===== src/rtl/stack_cpu_controller.sv =====
// stack_cpu_controller: multicycle control FSM for the stack-machine CPU.
// Issues fetch/decode sequencing, stack pulses, and halts on stack over/underflow.
`default_nettype none

module stack_cpu_controller #(
    parameter int STACK_DEPTH = 32,
    parameter int DEPTH_W     = 6
) (
    input  logic               clk,
    input  logic               rst,
    input  logic [2:0]         opcode,
    input  logic               zero,
    output logic               pc_write,
    output logic               pc_src,
    output logic               iord,
    output logic               mem_read,
    output logic               mem_write,
    output logic               ir_write,
    output logic               mdr_write,
    output logic               push,
    output logic               pop,
    output logic               tos,
    output logic               push_src,
    output logic               a_write,
    output logic               b_write,
    output logic [1:0]         alu_op,
    output logic               halted,
    output logic [DEPTH_W-1:0] depth
);

    localparam logic [2:0] OP_ADD  = 3'b000;
    localparam logic [2:0] OP_SUB  = 3'b001;
    localparam logic [2:0] OP_AND  = 3'b010;
    localparam logic [2:0] OP_NOT  = 3'b011;
    localparam logic [2:0] OP_PUSH = 3'b100;
    localparam logic [2:0] OP_POP  = 3'b101;
    localparam logic [2:0] OP_JMP  = 3'b110;
    localparam logic [2:0] OP_JZ   = 3'b111;

    localparam logic [DEPTH_W-1:0] DEPTH_FULL = DEPTH_W'(STACK_DEPTH);
    localparam logic [DEPTH_W-1:0] DEPTH_TWO  = DEPTH_W'(2);
    localparam logic [DEPTH_W-1:0] DEPTH_ONE  = DEPTH_W'(1);

    typedef enum logic [3:0] {
        S_IF      = 4'd0,
        S_ID      = 4'd1,
        S_POP_A   = 4'd2,
        S_LD_A    = 4'd3,
        S_POP_B   = 4'd4,
        S_LD_B    = 4'd5,
        S_EXEC    = 4'd6,
        S_PUSH_RD = 4'd7,
        S_PUSH_WR = 4'd8,
        S_POP_ST  = 4'd9,
        S_POP_WR  = 4'd10,
        S_JMP     = 4'd11,
        S_TOS     = 4'd12,
        S_JZ_CHK  = 4'd13,
        S_HALT    = 4'd14
    } state_t;

    state_t state;
    logic   fault;

    // Stack-safety check, evaluated in ID before any stack pulse is issued.
    always_comb begin
        fault = 1'b0;
        case (opcode)
            OP_ADD, OP_SUB, OP_AND: fault = (depth < DEPTH_TWO);
            OP_NOT, OP_POP, OP_JZ:  fault = (depth == '0);
            OP_PUSH:                fault = (depth == DEPTH_FULL);
            default:                fault = 1'b0;
        endcase
    end

    always_ff @(posedge clk or posedge rst) begin
        if (rst) begin
            state  <= S_IF;
            depth  <= '0;
            halted <= 1'b0;
        end else begin
            case (state)
                S_IF: state <= S_ID;
                S_ID: begin
                    if (fault) begin
                        state  <= S_HALT;
                        halted <= 1'b1;
                    end else begin
                        case (opcode)
                            OP_PUSH: state <= S_PUSH_RD;
                            OP_POP:  state <= S_POP_ST;
                            OP_JMP:  state <= S_JMP;
                            OP_JZ:   state <= S_TOS;
                            default: state <= S_POP_A;
                        endcase
                    end
                end
                S_POP_A: begin
                    depth <= depth - DEPTH_ONE;
                    state <= S_LD_A;
                end
                S_LD_A:  state <= (opcode == OP_NOT) ? S_EXEC : S_POP_B;
                S_POP_B: begin
                    depth <= depth - DEPTH_ONE;
                    state <= S_LD_B;
                end
                S_LD_B:  state <= S_EXEC;
                S_EXEC: begin
                    depth <= depth + DEPTH_ONE;
                    state <= S_IF;
                end
                S_PUSH_RD: state <= S_PUSH_WR;
                S_PUSH_WR: begin
                    depth <= depth + DEPTH_ONE;
                    state <= S_IF;
                end
                S_POP_ST: begin
                    depth <= depth - DEPTH_ONE;
                    state <= S_POP_WR;
                end
                S_POP_WR: state <= S_IF;
                S_JMP:    state <= S_IF;
                S_TOS:    state <= S_JZ_CHK;
                S_JZ_CHK: state <= S_IF;
                S_HALT:   state <= S_HALT;
                default:  state <= S_HALT;
            endcase
        end
    end

    // Moore decode; masked by rst so an abort silences every strobe at once.
    always_comb begin
        pc_write  = 1'b0;
        pc_src    = 1'b0;
        iord      = 1'b0;
        mem_read  = 1'b0;
        mem_write = 1'b0;
        ir_write  = 1'b0;
        mdr_write = 1'b0;
        push      = 1'b0;
        pop       = 1'b0;
        tos       = 1'b0;
        push_src  = 1'b0;
        a_write   = 1'b0;
        b_write   = 1'b0;
        alu_op    = 2'b00;
        if (!rst) begin
            case (state)
                S_IF: begin
                    mem_read = 1'b1;
                    ir_write = 1'b1;
                    pc_write = 1'b1;
                end
                S_POP_A, S_POP_B, S_POP_ST: pop = 1'b1;
                S_LD_A: a_write = 1'b1;
                S_LD_B: b_write = 1'b1;
                S_EXEC: begin
                    push     = 1'b1;
                    push_src = 1'b1;
                    alu_op   = opcode[1:0];
                end
                S_PUSH_RD: begin
                    mem_read  = 1'b1;
                    iord      = 1'b1;
                    mdr_write = 1'b1;
                end
                S_PUSH_WR: push = 1'b1;
                S_POP_WR: begin
                    mem_write = 1'b1;
                    iord      = 1'b1;
                end
                S_JMP: begin
                    pc_write = 1'b1;
                    pc_src   = 1'b1;
                end
                S_TOS: tos = 1'b1;
                S_JZ_CHK: begin
                    pc_write = zero;
                    pc_src   = zero;
                end
                default: ;
            endcase
        end
    end

endmodule

`default_nettype wire


===== config.mk =====
export PLATFORM = sky130hd
export DESIGN_NAME = stack_cpu_controller
export DESIGN_NICKNAME = d
export VERILOG_FILES = /design/src/rtl/stack_cpu_controller.sv
export SDC_FILE = /design/constraint.sdc
export NUM_CORES = 1
export LEC_CHECK = 0
export ABC_AREA = 1
export ABC_CLOCK_PERIOD_IN_PS = 2550
export CORE_ASPECT_RATIO = 1.1
export CORE_UTILIZATION = 49
export CTS_BUF_LIST = sky130_fd_sc_hd__clkbuf_4
export DETAILED_ROUTE_END_ITERATION = 10
export GPL_ROUTABILITY_DRIVEN = 0
export PLACE_DENSITY = 0.81
export SYNTH_ARGS = -nofsm -noshare
export SYNTH_HDL_FRONTEND = slang
export SYNTH_SLANG_ARGS = --single-unit

===== constraint.sdc =====
create_clock -name clk -period 2.55 [get_ports clk]
set_input_delay 0.765 -clock clk [delete_from_list [all_inputs] [get_ports clk]]
set_output_delay 0.765 -clock clk [all_outputs]
set_load 0.03 [all_outputs]

==> results of run 1 <==
repair_timing:
| item | in CTS | in global routing |
|---|---|---|
| setup endpoints to repair | 1 | 0 |
| hold endpoints to repair | 0 | 0 |
| gates resized for setup | 1 | 0 |
worst max-delay path by stage:
stage               start  slack, ps  depth (start not counted)  endpoint
CTS                  zero         70                          4  pc_write
finish               zero         80                          4  pc_write
detailed placement    rst         -9                          4  pc_write
floorplan             rst         70                          1       tos
global route         zero         40                          4  pc_write
global placement      rst         20                          4  pc_write
cells by family after synthesis:
kind of cell / Yosys count / share of synthesized area, %
adders and majority gates: 5 / 6.88
AOI/OAI and AO/OA: 18 / 9.21
xor gates and xnor gates: 3 / 2.58
DFF: 11 / 27.0
buffers and inverters: 28 / 10.6
and+or+nand+nor: 92 / 43.7
power groups by stage:
stage	clock network, µW	logic [µW]	registers [µW]
global route	134	1440	390
finish	124	1310	376
detailed placement	0	1300	377
global placement	0	1270	375
floorplan	0	887	446
CTS	125	1320	374
cells in the mapped netlist:
master	n	share of area [%]
nand2_1	53	20
inv_1	22	8.1
dfrtp_1	11	27
nor2_1	10	3.7
a21oi_1	8	3.9
nand3_1	8	3.9
nor2_2	5	3.1
ha_1	4	4.9
inv_2	4	1.5
nor3_1	4	2.0
o21ai_0	4	2.0
o21ai_1	4	2.0
nand2_2	3	1.8
xnor2_1	3	2.6
nand4_1	2	1.2
a31oi_1	1	0.61
clkbuf_1	1	0.37
fa_1	1	2.0
inv_4	1	0.61
nand2_4	1	1.1
nand3_2	1	0.98
nand3_4	1	1.7
nor2_4	1	1.1
nor2_8	1	2.0
nor3_2	1	0.98
nor4_1	1	0.61
o21bai_1	1	0.74
metal layers:
| layer | up-vias | track usage (%) | routed length (µm) |
|---|---|---|---|
| met3 | 6 | 1.83 | 95 |
| met1 | 458 | 27.4 | 1050 |
| met4 | 0 | 14.1 | 53 |
| li1 | 562 | - | - |
| met2 | 27 | 42.6 | 1190 |
| met5 | - | 0 | 0 |
area by class of cell:
type,instances,area share (%)
inverter,27,7.72
clock buffer,3,1.67
multi-input combinational,118,47.3
tap,27,2.51
sequential,11,20.5
timing repair buffer,32,20.0
clock inverter,1,0.372
state kept, by name, indices dropped and copies added (netlist names):
signal	flops
halted	1
state	4
depth	6
per-stage QoR:
stage | total power (µW) | worst slack (ps) | TNS [ps] | area, µm²
2_1_floorplan | 1330 | 70.6 | 0 | 1020
3_3_place_gp | 1640 | 23.3 | 0 | 1320
3_5_place_dp | 1680 | -9.40 | -9.40 | 1320
4_1_cts | 1810 | 72.3 | 0 | 1350
5_1_grt | 1970 | 36.7 | 0 | 1350
6_report | 1810 | 82.7 | 0 | 1350
worst register-to-register path, stage by stage, from the launching register on:
cell and delay (ps):
dfrtp_1 500, inv_2 70, nor2_2 160, nand2_2 100, nand3_4 180, ha_1 330, nand2_1 90, inv_1 60
nand3_1 110, nand3_1 80, nand2_1 80, nand2_1 50, nand2_1 50, nand2_1 40
==> metrics.md, run 1 <==
| Metric | Value |
|---|---|
| F_max | `between 0.4 and 0.5 GHz` |
| Max Cap Viol | `0` |
| Cell at the root of the clock tree | `clkbuf_4` |
| Routed WL per cell | `10.9 µm` |
| Library cells used by synthesis | `27` |
| DR vias/cell | `4.81` |
| Most common cell after layout, fill and taps aside | `nand2_1` |
| First-pass GRT wire length | `3.99 mm` |
| RSZ-0062 raised after global routing | `false` |
| Most frequent cells in the layout | `nand2_1, inv_1, buf_4` |
| WS Path Type | `in -> out` |
| Syn_nets | `~170` |
| DR vias | `1053` |
| Antenna violations before repair | `0` |
| Post-synthesis register bit count | `11` |
| Clock Path Buffers | `2` |
| Reg2reg end | `depth[5]` |
| Area Overhead vs Synth | `32.1%` |
| Post-CTS setup buffers | `0` |
| Port Buf Inserts | `27` |
| NetSw | `about 1000 µW` |
| Final Setup Violations | `0` |
| Internal power | `812 µW` |
| Clock transition at the registers of the reported paths | `70 ps` |
| YS warnings | `0` |
| CP arrival | `1700 ps` |
| Delay-heaviest family, CP | `buffers and inverters` |
| Post-placement cell count | `215` |
| Synth Instances | `157` |
| N_diodes | `0` |
| Slew margin rel. | `roughly 79%` |
| Post-Layout Cell Count | `219` |
| Post-layout util | `72.2%` |
| Type of origin of the critical path | `input pin` |
| CTS buffer count | `3` |
| Hold buffers post-CTS | `0` |
| Sw frac | `between 50% and 60%` |
| Post-Syn Area | `0.00102 mm²` |
| Initial DRT Pass Iterations | `4` |
| Fin nets | `204` |
| FP Rows | `16` |
| FF-to-FF path depth | `13` |
| Sequential area share after synthesis | `27.0%` |
| Worst-path fanout max | `2` |
| Initial Util | `54.7%` |
| Reg power frac | `around a fifth` |
| Total grt overflow | `0` |
| Fraction of layout cells with a size suffix above 1 | `between 20% and 30%` |
| CTS tree | `yes` |
| Initial DRC count | `25` |
| H-Tree Depth | `1` |
| Max stage delay on crit path | `460 ps` |
| Area taken by multi-input logic gates | `636 µm²` |
| Period utilization | `96.8%` |
| Chip height | `49.8 µm` |
| WP data required | `1790 ps` |
| Placed wire-length estimate | `1.93 mm` |
| Crit path buf inv count | `2` |
| Worst Hold Launch | `halted` |
| CTS sink count | `11` |
| Worst hold path type | `reg -> reg` |
| Hold path cells | `2` |
| Hold path endpoint | `halted` |
| Storage element area | `roughly 280 µm²` |
| GR Util All Layers | `around a quarter` |
| Largest net degree at the start of global routing | `12` |
| Die width | `45.5 µm` |
| Remaining antenna violation count | `0` |
| Clock skew | `6.76 ps` |
| Post-Route WL | `~2.4 mm` |
| Clock Power Share | `6.9%` |
| Vias in the first global route | `975` |
| R2R Setup Slk | `around 560 ps` |
| Worst r2r src | `state[1]` |
| Clk_lat worst skew | `280 ps` |
| DR DRC count | `0` |
| Hold_ws | `around 470 ps` |
| Pins Over Slew Limit | `0` |
| Slowest cell on crit path | `clkdlybuf4s50_1` |
| Worst-Margin Slew | `309 ps` |
| CP Cell Sequence | `clkdlybuf4s50_1 -> nand4_1 -> a31oi_1 -> buf_4` |
| Crit end category | `primary output` |
| Max rail drop VDD | `905 µV` |
| Final hold viol count | `0` |
| Fin crit period | `2470 ps` |
| Leakage | `0.000737 µW` |
| Status | `finished, final reports clean` |
| Fillers | `186` |
| Die Area | `0.00227 mm²` |
| Avg Synthesized Cell Area | `approximately 6.5 µm²` |
| Combinational fraction of design power | `72.4%` |
| Core area | `0.00186 mm²` |
| P per Cell Area | `around 1300 mW/mm²` |
| I/O pin cnt | `28` |
(Power assumes the default switching activity.)
==> run 2: changes to the inputs <==
--- a/config.mk
+++ b/config.mk
@@ -7,6 +7,7 @@
 export LEC_CHECK = 0
 export ABC_AREA = 1
 export ABC_CLOCK_PERIOD_IN_PS = 2550
+export CAP_MARGIN = 10
 export CORE_ASPECT_RATIO = 1.1
 export CORE_UTILIZATION = 49
 export CTS_BUF_LIST = sky130_fd_sc_hd__clkbuf_4
@@ -16,3 +17,4 @@
 export SYNTH_ARGS = -nofsm -noshare
 export SYNTH_HDL_FRONTEND = slang
 export SYNTH_SLANG_ARGS = --single-unit
+export TNS_END_PERCENT = 20
==> results of run 2 <==
No change in the layout: final DEF, timing and power equal those of run 1.
==> run 3: changes to the inputs <==
--- a/config.mk
+++ b/config.mk
@@ -8,12 +8,11 @@
 export ABC_AREA = 1
 export ABC_CLOCK_PERIOD_IN_PS = 2550
 export CAP_MARGIN = 10
-export CORE_ASPECT_RATIO = 1.1
 export CORE_UTILIZATION = 49
 export CTS_BUF_LIST = sky130_fd_sc_hd__clkbuf_4
 export DETAILED_ROUTE_END_ITERATION = 10
 export GPL_ROUTABILITY_DRIVEN = 0
-export PLACE_DENSITY = 0.81
+export PLACE_DENSITY = 0.84
 export SYNTH_ARGS = -nofsm -noshare
 export SYNTH_HDL_FRONTEND = slang
 export SYNTH_SLANG_ARGS = --single-unit
==> run 3 against run 2 <==
Register-to-register slack about the same. First-iteration DRC count increased by 76%. Count of clock-buffer cells in the layout increased by 1. Via count increased by 5.2%. Sequential share of layout area about the same. Final area shrank 0.19%.
==> metrics.md, run 3 (same netlist as run 1, synthesis figures left out) <==
| Metric | Value |
|---|---|
| Status | `finished, final reports clean` |
| Port Buf Inserts | `27` |
| Routed WL per cell | `11.1 µm` |
| First-pass GRT wire length | `3.72 mm` |
| FF-to-FF path depth | `12` |
| Final Setup Violations | `0` |
| CP arrival | `roughly 1700 ps` |
| Initial Util | `about half` |
| CP Cell Sequence | `clkdlybuf4s50_1 -> inv_1 -> nor3_1 -> buf_4` |
| N_diodes | `0` |
| GR Util All Layers | `23.3%` |
| Internal power | `824 µW` |
| Max FFs per register | `6` |
| Clock skew | `5.37 ps` |
| CTS sink count | `11` |
| RSZ-0062 raised after global routing | `false` |
| Die Area | `between 0.002 and 0.0025 mm²` |
| Remaining antenna violation count | `0` |
| Reg with most FFs | `depth` |
| I/O pin cnt | `28` |
| Fin nets | `approximately 200` |
| Post-CTS setup buffers | `0` |
| Area Overhead vs Synth | `31.8%` |
| Worst Hold Launch | `halted` |
| Clock transition at the registers of the reported paths | `70 ps` |
| DR vias | `1108` |
| Chip height | `approximately 48 µm` |
| Metal2 WL | `1.10 mm` |
| Fin crit period | `around 2500 ps` |
| H-Tree Depth | `1` |
| Met1 Routed Length | `1.17 mm` |
| P per Cell Area | `1350 mW/mm²` |
| Vias in the first global route | `~870` |
| Final hold viol count | `0` |
| F_max | `0.400 GHz` |
| Hold buffers post-CTS | `0` |
| Clock Power Share | `between 7 and 8%` |
| Worst-path fanout max | `2` |
| Die width | `47.6 µm` |
| Clock Path Buffers | `2` |
| Slowest cell on crit path | `clkdlybuf4s50_1` |
| Pins Over Slew Limit | `0` |
| WS Path Type | `in -> out` |
| Worst-Margin Slew | `356 ps` |
| Top Registers | `depth (6), state (4), halted (1)` |
| Placement Setup Slack | `-19.3 ps` |
| Fraction of layout cells with a size suffix above 1 | `22.0%` |
| Worst r2r src | `state[3]` |
| Most frequent cells in the layout | `nand2_1, inv_1, buf_4` |
| Final setup margin | `48.5 ps` |
| Fillers | `179` |
| Worst hold path type | `reg -> reg` |
| Total grt overflow | `0` |
| Max Cap Viol | `0` |
| Max rail drop VDD | `1060 µV` |
| CTS tree | `yes` |
| Sw frac | `between 50% and 60%` |
| Antenna violations before repair | `0` |
| Crit path launch | `opcode[0]` |
| Type of origin of the critical path | `input pin` |
| Fin Setup TNS | `0 ps` |
| Post-Route WL | `2.43 mm` |
| Most common cell after layout, fill and taps aside | `nand2_1` |
| FP Rows | `16` |
| Clk_lat worst skew | `270 ps` |
| Initial DRT Pass Iterations | `4` |
| Hold path cells | `2` |
| Initial DRC count | `44` |
| Top Layer Used | `met4` |
| Leakage | `0.000742 µW` |
| Crit end category | `primary output` |
| CTS buffer count | `3` |
| Core area | `just under 0.002 mm²` |
| Slew margin rel. | `76.1%` |
| WP data required | `between 1500 and 2000 ps` |
| DR vias/cell | `slightly above 5` |
| Cell at the root of the clock tree | `clkbuf_4` |
| NetSw | `slightly below 1000 µW` |
| Placed wire-length estimate | `1.91 mm` |
| Largest net degree at the start of global routing | `12` |
| Met3 routed WL | `roughly 140 µm` |
| Period utilization | `98.1%` |
| DR DRC count | `0` |
| Max stage delay on crit path | `roughly 490 ps` |
| Combinational fraction of design power | `between 70% and 80%` |
| Reg power frac | `20.8%` |
[run 3: timing repair]
action,in CTS,in global routing
resized for setup,1,1
pin swaps,0,1
cloned,0,0
endpoints found under the hold margin,0,0
endpoints found under the setup margin,2,1
[run 3: critical path: cells and delay by family]
family,cells,cell delay (ps)
AND/OR/NAND/NOR,1,210
buffers and inverters,3,760
[run 3: path summary, 6_finish.rpt]
path                             end  slack (ps)
setup / recovery           alu_op[0]          50
setup reg to reg            depth[5]         550
min in group asynchronous   depth[4]         750
hold reg to reg               halted         470
hold / removal                halted         470
max in group asynchronous   depth[2]        1650
[run 3: layout make-up]
type	count	area (µm²)	area share [%]
sequential	11	275	20.5
tap	27	33.8	2.52
clock buffer	4	30.0	2.24
inverter	27	104	7.74
multi-input combinational	118	636	47.3
timing repair buffer	31	264	19.7
[run 3: per-stage QoR]
| stage | total power (µW) | area (µm²) | utilization (%) | hold slack (ps) | cells |
|---|---|---|---|---|---|
| 2_1_floorplan | 1330 | 1020 | - | 626 | 157 |
| 3_3_place_gp | 1640 | 1310 | 66.8 | 448 | 214 |
| 3_5_place_dp | 1660 | 1310 | 66.8 | 450 | 214 |
| 4_1_cts | 1800 | 1340 | 68.3 | 469 | 218 |
| 5_1_grt | 2000 | 1340 | 68.4 | 510 | 218 |
| 6_report | 1810 | 1340 | 68.4 | 468 | 218 |
[run 3: power groups by stage]
stage / clock (µW) / combinational (µW) / sequential [µW]
6_report: 133 / 1300 / 375
5_1_grt: 141 / 1470 / 390
4_1_cts: 135 / 1290 / 376
3_5_place_dp: 0 / 1280 / 379
3_3_place_gp: 0 / 1260 / 376
2_1_floorplan: 0 / 887 / 446
[run 3: routing by layer]
| metal | GRT usage (%) | up-vias |
|---|---|---|
| li1 | - | 565 |
| met4 | 4.44 | 0 |
| met1 | 34.7 | 493 |
| met3 | 4.53 | 3 |
| met2 | 35.6 | 47 |
| met5 | 0 | - |
